## config.mk

```make
export PLATFORM = sky130hd
export DESIGN_NAME = adder_ring_counter
export DESIGN_NICKNAME = d
export VERILOG_FILES = /design/src/rtl/adder_meas_pkg.sv /design/src/rtl/adder_ring_counter_sync_edge_detect.sv /design/src/rtl/adder_ring_counter.sv
export SDC_FILE = /design/constraint.sdc
export NUM_CORES = 1
export LEC_CHECK = 0
export ABC_AREA = 1
export CAP_MARGIN = 20
export CORE_AREA = 3 3 121 123
export DETAILED_ROUTE_END_ITERATION = 10
export DIE_AREA = 0 0 124 126
export PLACE_DENSITY_LB_ADDON = 0.2
export SYNTH_ARGS = -nofsm -noshare
export SYNTH_HDL_FRONTEND = slang
export SYNTH_SLANG_ARGS = --single-unit
```

## constraint.sdc

```tcl
create_clock -name wb_clk_i -period 4.39 [get_ports wb_clk_i]
set_clock_uncertainty 0.2 [all_clocks]
set_input_delay 0.439 -clock wb_clk_i [delete_from_list [all_inputs] [get_ports wb_clk_i]]
set_output_delay 0.439 -clock wb_clk_i [all_outputs]
set_load 0.1 [all_outputs]
```

## src/rtl/adder_meas_pkg.sv

```systemverilog
// Shared types, default parameters and helpers for the adder ring-oscillator
// measurement stage.
package adder_meas_pkg;

  typedef enum logic [1:0] {
    ST_IDLE  = 2'd0,
    ST_ARM   = 2'd1,
    ST_COUNT = 2'd2,
    ST_DONE  = 2'd3
  } meas_state_e;

  localparam int DEF_COUNT_W     = 32;
  localparam int DEF_WINDOW_W    = 24;
  localparam int DEF_SETTLE      = 4;
  localparam int DEF_SYNC_STAGES = 2;

  // True when the low 'width' bits of cnt are all ones and every bit above is zero.
  function automatic logic count_saturated(input logic [63:0] cnt, input int width);
    logic [63:0] max_val;
    max_val = (64'd1 << width) - 64'd1;
    return (cnt == max_val);
  endfunction

endpackage

```

## src/rtl/adder_ring_counter_sync_edge_detect.sv

```systemverilog
// Multi-flop synchronizer for the asynchronous ring output followed by a
// single-cycle rising-edge pulse generator.
module sync_edge_detect #(
  parameter int SYNC_STAGES = 2
) (
  input  logic wb_clk_i,
  input  logic rst_n,
  input  logic ring_in,
  output logic edge_pulse
);

  logic [SYNC_STAGES-1:0] sync_r;
  logic                   prev_r;

  // Synchronizer chain plus one flop of history on the synchronized level.
  always_ff @(posedge wb_clk_i or negedge rst_n) begin
    if (!rst_n) begin
      sync_r <= {SYNC_STAGES{1'b0}};
      prev_r <= 1'b0;
    end else begin
      sync_r <= {sync_r[SYNC_STAGES-2:0], ring_in};
      prev_r <= sync_r[SYNC_STAGES-1];
    end
  end

  assign edge_pulse = sync_r[SYNC_STAGES-1] & ~prev_r;

endmodule

```

## src/rtl/adder_ring_counter.sv

```systemverilog
// Ring-oscillator measurement stage: closes the adder loop for a programmable
// window and counts synchronized rising edges of the chain output.
module adder_ring_counter
  import adder_meas_pkg::*;
#(
  parameter int COUNT_W     = DEF_COUNT_W,
  parameter int WINDOW_W    = DEF_WINDOW_W,
  parameter int SETTLE      = DEF_SETTLE,
  parameter int SYNC_STAGES = DEF_SYNC_STAGES
) (
  input  logic                wb_clk_i,
  input  logic                rst_n,
  input  logic                start,
  input  logic                abort,
  input  logic [WINDOW_W-1:0] window_len,
  input  logic                ring_in,
  output logic                ring_enable,
  output logic                busy,
  output logic                done,
  output logic [COUNT_W-1:0]  count,
  output logic                overflow
);

  localparam int SETTLE_W = (SETTLE > 1) ? $clog2(SETTLE) : 1;
  localparam logic [SETTLE_W-1:0] SETTLE_LOAD = SETTLE_W'(SETTLE - 1);
  localparam logic [SETTLE_W-1:0] SETTLE_ZERO = {SETTLE_W{1'b0}};
  localparam logic [SETTLE_W-1:0] SETTLE_ONE  = SETTLE_W'(1);
  localparam logic [WINDOW_W-1:0] WIN_ZERO    = {WINDOW_W{1'b0}};
  localparam logic [WINDOW_W-1:0] WIN_ONE     = WINDOW_W'(1);
  localparam logic [COUNT_W-1:0]  CNT_ZERO    = {COUNT_W{1'b0}};
  localparam logic [COUNT_W-1:0]  CNT_ONE     = COUNT_W'(1);

  meas_state_e         state_r, state_s;
  logic [WINDOW_W-1:0] win_r, win_s;
  logic [SETTLE_W-1:0] settle_r, settle_s;
  logic [COUNT_W-1:0]  count_r, count_s;
  logic                ovf_r, ovf_s;
  logic                done_r, done_s;
  logic                en_r, en_s;
  logic                edge_s;

  sync_edge_detect #(
    .SYNC_STAGES (SYNC_STAGES)
  ) u_sync_edge (
    .wb_clk_i   (wb_clk_i),
    .rst_n      (rst_n),
    .ring_in    (ring_in),
    .edge_pulse (edge_s)
  );

  // Next-state logic for the FSM, window/settle down-counters and edge counter.
  always_comb begin
    state_s  = state_r;
    win_s    = win_r;
    settle_s = settle_r;
    count_s  = count_r;
    ovf_s    = ovf_r;
    done_s   = done_r;
    en_s     = en_r;
    case (state_r)
      ST_IDLE, ST_DONE: begin
        if (abort) begin
          state_s = ST_IDLE;
          done_s  = 1'b0;
          en_s    = 1'b0;
        end else if (start) begin
          win_s    = window_len;
          settle_s = SETTLE_LOAD;
          count_s  = CNT_ZERO;
          ovf_s    = 1'b0;
          if (window_len == WIN_ZERO) begin
            state_s = ST_DONE;
            done_s  = 1'b1;
            en_s    = 1'b0;
          end else begin
            state_s = ST_ARM;
            done_s  = 1'b0;
            en_s    = 1'b1;
          end
        end else begin
          state_s = state_r;
        end
      end
      ST_ARM: begin
        if (abort) begin
          state_s = ST_IDLE;
          en_s    = 1'b0;
        end else if (settle_r == SETTLE_ZERO) begin
          state_s = ST_COUNT;
        end else begin
          settle_s = settle_r - SETTLE_ONE;
        end
      end
      ST_COUNT: begin
        // The edge seen in the cycle that ends the run (final cycle or abort) still counts.
        if (edge_s) begin
          if (count_saturated(64'(count_r), COUNT_W)) begin
            ovf_s = 1'b1;
          end else begin
            count_s = count_r + CNT_ONE;
          end
        end else begin
          count_s = count_r;
        end
        if (abort) begin
          state_s = ST_IDLE;
          en_s    = 1'b0;
        end else if (win_r == WIN_ONE) begin
          state_s = ST_DONE;
          done_s  = 1'b1;
          en_s    = 1'b0;
        end else begin
          win_s = win_r - WIN_ONE;
        end
      end
      default: begin
        state_s = ST_IDLE;
        done_s  = 1'b0;
        en_s    = 1'b0;
      end
    endcase
  end

  // State and output registers.
  always_ff @(posedge wb_clk_i or negedge rst_n) begin
    if (!rst_n) begin
      state_r  <= ST_IDLE;
      win_r    <= WIN_ZERO;
      settle_r <= SETTLE_ZERO;
      count_r  <= CNT_ZERO;
      ovf_r    <= 1'b0;
      done_r   <= 1'b0;
      en_r     <= 1'b0;
    end else begin
      state_r  <= state_s;
      win_r    <= win_s;
      settle_r <= settle_s;
      count_r  <= count_s;
      ovf_r    <= ovf_s;
      done_r   <= done_s;
      en_r     <= en_s;
    end
  end

  assign ring_enable = en_r;
  assign busy        = en_r;
  assign done        = done_r;
  assign count       = count_r;
  assign overflow    = ovf_r;

endmodule

```

Yosys cells after proc, flatten, opt, wreduce, memory -nomap -nowiden
Index checks and enable logic that the tools add are counted.
{"block": "classes", "addsub": 3, "n_eq_ne": 19, "n_mux": 41, "bitwise_logic": 2, "reduce_logical": 13}
{"cell": "$mux 32", "n": 4}
{"cell": "$mux 24", "n": 4}
{"cell": "$pmux 32 s2", "n": 1}
{"cell": "$pmux 24 s2", "n": 1}
{"cell": "$add 32x1->32 const B", "n": 1}
{"cell": "$eq 32x32->1 const B", "n": 1}
{"cell": "$eq 24x1->1 const B", "n": 1}
{"cell": "$logic_not 24->1", "n": 1}
{"cell": "$sub 24x1->24 const B", "n": 1}
{"cell": "$mux 2", "n": 11}
{"cell": "$ne 2x2->1 const B", "n": 11}
{"cell": "$reduce_and 5->1", "n": 4}
{"cell": "$mux 1", "n": 15}
{"cell": "$ne 3x3->1 const B", "n": 3}
{"cell": "$pmux 2 s3", "n": 1}
{"cell": "$reduce_and 3->1", "n": 2}
{"cell": "$eq 2x2->1 const B", "n": 2}
{"cell": "$logic_not 2->1", "n": 2}
{"cell": "$pmux 1 s2", "n": 2}
{"cell": "$pmux 2 s2", "n": 1}
{"cell": "$reduce_and 4->1", "n": 1}
{"cell": "$reduce_bool 2->1", "n": 2}
{"cell": "$pmux 1 s3", "n": 1}
{"cell": "$eq 2x1->1 const B", "n": 1}
{"cell": "4 further kinds", "n": 4}
{"block": "word_totals", "ff_bits": 66, "inputBits": 29, "out_inout_bits": 36}

Depth between registers and ports, before layout
{"block": "logic_depth", "word_depth": 5, "depth_mapped": 13, "mapped_depth_nobuf": 12}

By module
Synthesis repeated with hierarchy kept, for this count alone.
{"block": "unflattened", "cells_unflattened": 763, "area_unflattened_um2": 4699.5}
{"mod": "adder_ring_counter", "n_inst": 1, "cells_each": 758, "area_each_um2": 4614.4, "seq_area_each_um2": 1576.5}
{"mod": "sync_edge_detect", "n_inst": 1, "cells_each": 5, "area_each_um2": 85.1, "seq_area_each_um2": 75.1}

Least setup slack after synthesis
OpenSTA, ideal clock, no wires.
{"block": "synth_timing", "kind": "reg-to-reg", "startpoint": "register count_r[0], in the netlist count[0]", "endpoint": "register count_r[11], in the netlist count[11]", "setup_ns": 0.067, "arrival_time_ns": 2.389, "t_required_ns": 4.123, "slack_ns": 1.734, "path_stages_with_launch": 12, "n_path_buf": 2, "synth_period_minus_slack_ns": 2.656, "cell_sequence": "dfrtp_1 -> ha_1 -> nand3_1 -> inv_2 -> nand2_2 -> nor2_4 -> nand4_2 -> nand2_2 -> buf_6 -> buf_12 -> nand2_2 -> nand2_1"}
{"block": "synth_via", "elab_chain_len": 4, "elab_cells_between_ends": 7, "classes_between": "add/sub: 1; eq/ne: 2; mux: 3; reduce/logical: 1"}
{"item": "from (decl)", "line": "adder_ring_counter.sv:36", "text": "logic [COUNT_W-1:0] count_r, count_s;"}
{"item": "from (signal assigned)", "line": "adder_ring_counter.sv:138", "text": "count_r <= count_s;"}
{"item": "$add 32x1->32", "line": "adder_ring_counter.sv:100", "text": "count_s = count_r + CNT_ONE;"}
{"item": "$mux 32", "line": "adder_ring_counter.sv:97", "text": "if (count_saturated(64'(count_r), COUNT_W)) begin"}
{"item": "$mux 32", "line": "adder_ring_counter.sv:96", "text": "if (edge_s) begin"}
{"item": "$pmux 32 s2", "line": "adder_ring_counter.sv:60", "text": "case (state_r)"}
Parallel ways exist; a longest one is shown, timed or not. The select of a mux whose other input is x is not followed.
A chain may end at the register's enable or synchronous reset.

Worst setup path in the final report
{"block": "layout_timing", "startpoint": "register state_r[0]", "endpoint": "register win_r[1]"}
{"block": "layout_via", "elab_chain_len": 4, "elab_cells_between_ends": 11, "classes_between": "eq/ne: 6; mux: 1; reduce/logical: 4"}
{"item": "from (decl)", "line": "adder_ring_counter.sv:33", "text": "meas_state_e state_r, state_s;"}
{"item": "from (signal assigned)", "line": "adder_ring_counter.sv:135", "text": "state_r <= state_s;"}
{"item": "$eq 2x2->1 or $logic_not 2->1 (tied branches)", "line": "adder_ring_counter.sv:60"}
{"item": "$reduce_or 2->1", "line": "adder_ring_counter.sv:60"}
{"item": "$ne 2x2->1 (no line) or $reduce_bool 2->1 (tied branches)"}
{"item": "$reduce_and 5->1 (no line)"}
{"item": "to (signal assigned)", "line": "adder_ring_counter.sv:136", "text": "win_r <= win_s;"}
{"item": "to (decl)", "line": "adder_ring_counter.sv:34", "text": "logic [WINDOW_W-1:0] win_r, win_s;"}
Parallel ways exist; a longest one is shown, timed or not.

==> results.toml <==
[drt]
num_vias = 4795
drtIter0Drc = 307
wl_um = 13100
antenna_left = 0
drc_errors = 0
wl_per_cell_um = 13.1
dr.pass1.iters = 5
viasPerCell = 4.79

[critical_path]
cp_slowest_cell = "nand2_1"
regToRegSetupSlack_ps = 1370
timing.rr.start = "state_r[0]$_DFFE_PN0P_"
reg2reg_depth = 8
cp_cell_sequence = "inv_1 > ha_2 > buf_4 > nand3_1 > nand2_1 > inv_2 > nand2_1 > o21ai_1"
crit_start = "state_r[0]$_DFFE_PN0P_"
start_kind = "flip-flop"
cpMostUsedCell = "nand2_1"
worstPathArrival_ps = 3040
cp-end-kind = "flip-flop"
crit_type = "reg2reg"
r2r_end = "win_r[1]$_DFFE_PN0P_"
cp.required_ps = 4410
max_stage_delay_ps = 570
cp_max_fo = 49

[placed_design]
io_buffers = 64
place_congestion = 0.859
detailedPlacementHpwl_um = 9870
dpl.cell_count = 986

[min_path]
hold_path_class = "in2async"

[sta]
fin_tns_setup_ps = 0
final.period_utilization_pct = 68.9
period_minus_slack_ps = 3020
max_slew_margin_pct = 34.7
finalHoldViolCount = 0
setup_viol = 0
clock.fmax_mhz = 331
worst_pin_slew_ps = 977
rsz0062_at_grt = "no"
slew_viol_final = 0
whs_ps = 19.3

[power_and_ir_drop]
p_sw_mw = 1.19
p_comb_share_pct = 40.2
vdd_drop_max_uv = 295
p_clk_share_pct = 27.2
p_leak_nw = 2.55
internal_power_mw = 1.56
swShare_pct = 43.2
power.density_mw_per_mm2 = 473
seq_power_share_pct = 32.6

[synthesis]
synth_fa_ha_area_share_pct = 1.58
synth_flop_cell = "dfrtp_1"
yosysMostFrequentCell = "nand2_1"
yosysTopAreaCell = "dfrtp_1"
ys_warn_count = 0
syn_inst = 758
yosys.area_share.xor_xnor_pct = 2.77
synthDistinctLibCells = 33
synth-seq-cells = 66
synth_compound_area_share_pct = 7.03
synthSimpleGateAreaFrac_pct = 45.0
synth_mux_area_share_pct = 0.211
synth_top_family_by_area = "simple AND/OR/NAND/NOR gates"
synth_top_area_share_pct = 34.9
synth-edff-count = 0
syn_avg_cell_area_um2 = 6.25
ys_seq_area_share_pct = 34.9
syn-cell-area_mm2 = 0.00474
synthTopCellsByCount = "nand2_1 (277), nor2_1 (134), nand3_1 (76)"
ys_top_cells_by_area = "dfrtp_1 (35%), nand2_1 (22%), nor2_1 (11%)"
synth_fp_nets = 793
async_flop_share_pct = 100

[clock_network]
holdBufCountCts = 0
clk_pin_slew_ps = 50
cts_buffers = 9
clock_path_buffers = 2
cts_resized = 0
clock-root-buffer = "clkbuf_16"
cts_num_sinks = 66
cts_setup_buffers = 0
htreeDepth = 3
cts_tree = "yes"
clk_latency_ps = 340

[global_route]
grt-ovfl-total = 0
antenna_found_initial = 0
grt_pass1_wl_um = 22000
grt_use_total_pct = 17.7
grt_pass1_vias = 4460
grt_max_degree = 50

[flow_run]
cap_violations = 0

[layout]
syn_to_final_growth_pct = 22.5
final_layout_size_suffix_gt1_share_pct = 5.85
nets = 852
fin_cells = 1001
antennaDiodeCount = 0

[floorplanning]
die_y_um = 126
dieArea_mm2 = 0.0156
ios = 65
core_mm2 = 0.0138
start_util_pct = 34.4
die_w_um = 124
num_rows = 43

[outcome]
outcome = "complete, no violations"
[worst max-delay path by stage]
stage	endpoint	depth (start not counted)
4_1_cts	win_r[4]$_DFFE_PN0P_	8
2_1_floorplan	count[11]$_DFFE_PN0P_	11
5_1_grt	win_r[13]$_DFFE_PN0P_	8
3_3_place_gp	win_r[15]$_DFFE_PN0P_	8
3_5_place_dp	win_r[4]$_DFFE_PN0P_	8
6_report	win_r[1]$_DFFE_PN0P_	8
[per-stage QoR]
stage,power (mW),setup WS (ps),utilization (%),instance area (um2)
after floorplan,1.76,1730,-,4740
after global placement,2.01,1410,39.9,5500
after detailed placement,2.01,1310,39.9,5500
after CTS,2.78,1300,42.1,5800
after global routing,2.97,1040,42.1,5800
final,2.74,1370,42.1,5800
[routing by layer]
metal  global-route usage (%)  vias to the layer above  wire (um)
met2                     27.3                       91       5970
met4                     4.90                        0        199
met1                     24.9                     2188       6380
li1                         -                     2497          -
met5                        0                        -          0
met3                     4.04                       19        561
[flip-flops by register name, indices dropped and copies added, names as in the netlist]
signal and cells:
count 32, busy 1, overflow 1, win_r 24, state_r 2, u_sync_edge.prev_r 1
settle_r 2, u_sync_edge.sync_r 2, done 1
[power by group through the flow]
stage                     Clock, mW  Combinational, mW  Sequential [mW]
after floorplan                   0              0.831            0.931
after global placement            0               1.11            0.900
after detailed placement          0               1.11            0.901
after CTS                     0.774               1.11            0.892
after global routing          0.792               1.26            0.916
final                         0.746               1.10            0.894
[area by class of cell]
| class | count | area (um2) |
|---|---|---|
| well taps | 180 | 225 |
| clock buffers | 13 | 270 |
| clock inverters | 2 | 35.0 |
| repair buffers | 68 | 666 |
| flip-flops and latches | 66 | 1650 |
| multi-input cells | 600 | 2680 |
| fillers | 1516 | 7970 |
| inverters | 72 | 270 |
[worst max-delay path: cells and delay by family, from the launching register on]
kind | cells | cell delay [ps]
and+or+nand+nor | 3 | 920
buffers and inverters | 3 | 910
DFF | 1 | 400
adders and majority gates | 1 | 380
AOI/OAI and AO/OA | 1 | 70
[layout by cell type (no fill, tap or decap), types with 5 or more instances in the layout]
master	instances
o21ai_1	5
inv_1	67
nand2_2	8
nand3_1	76
nand2_1	277
a21oi_1	5
or2_2	5
ha_1	5
clkdlybuf4s50_1	63
xnor2_1	8
o21ai_0	41
xor2_1	7
nand4_1	8
nor2_1	134
clkbuf_16	9
dfrtp_1	66
[cells by family (layout without fill, tap and decap cells)]
group | Yosys count | count (layout)
fa+ha+maj | 6 | 6
simple gates | 517 | 517
compound gates | 61 | 61
mux | 1 | 1
buf+inv | 92 | 155
flops | 66 | 66
xor+xnor | 15 | 15
Note: power is estimated with default switching activity, not from simulation.
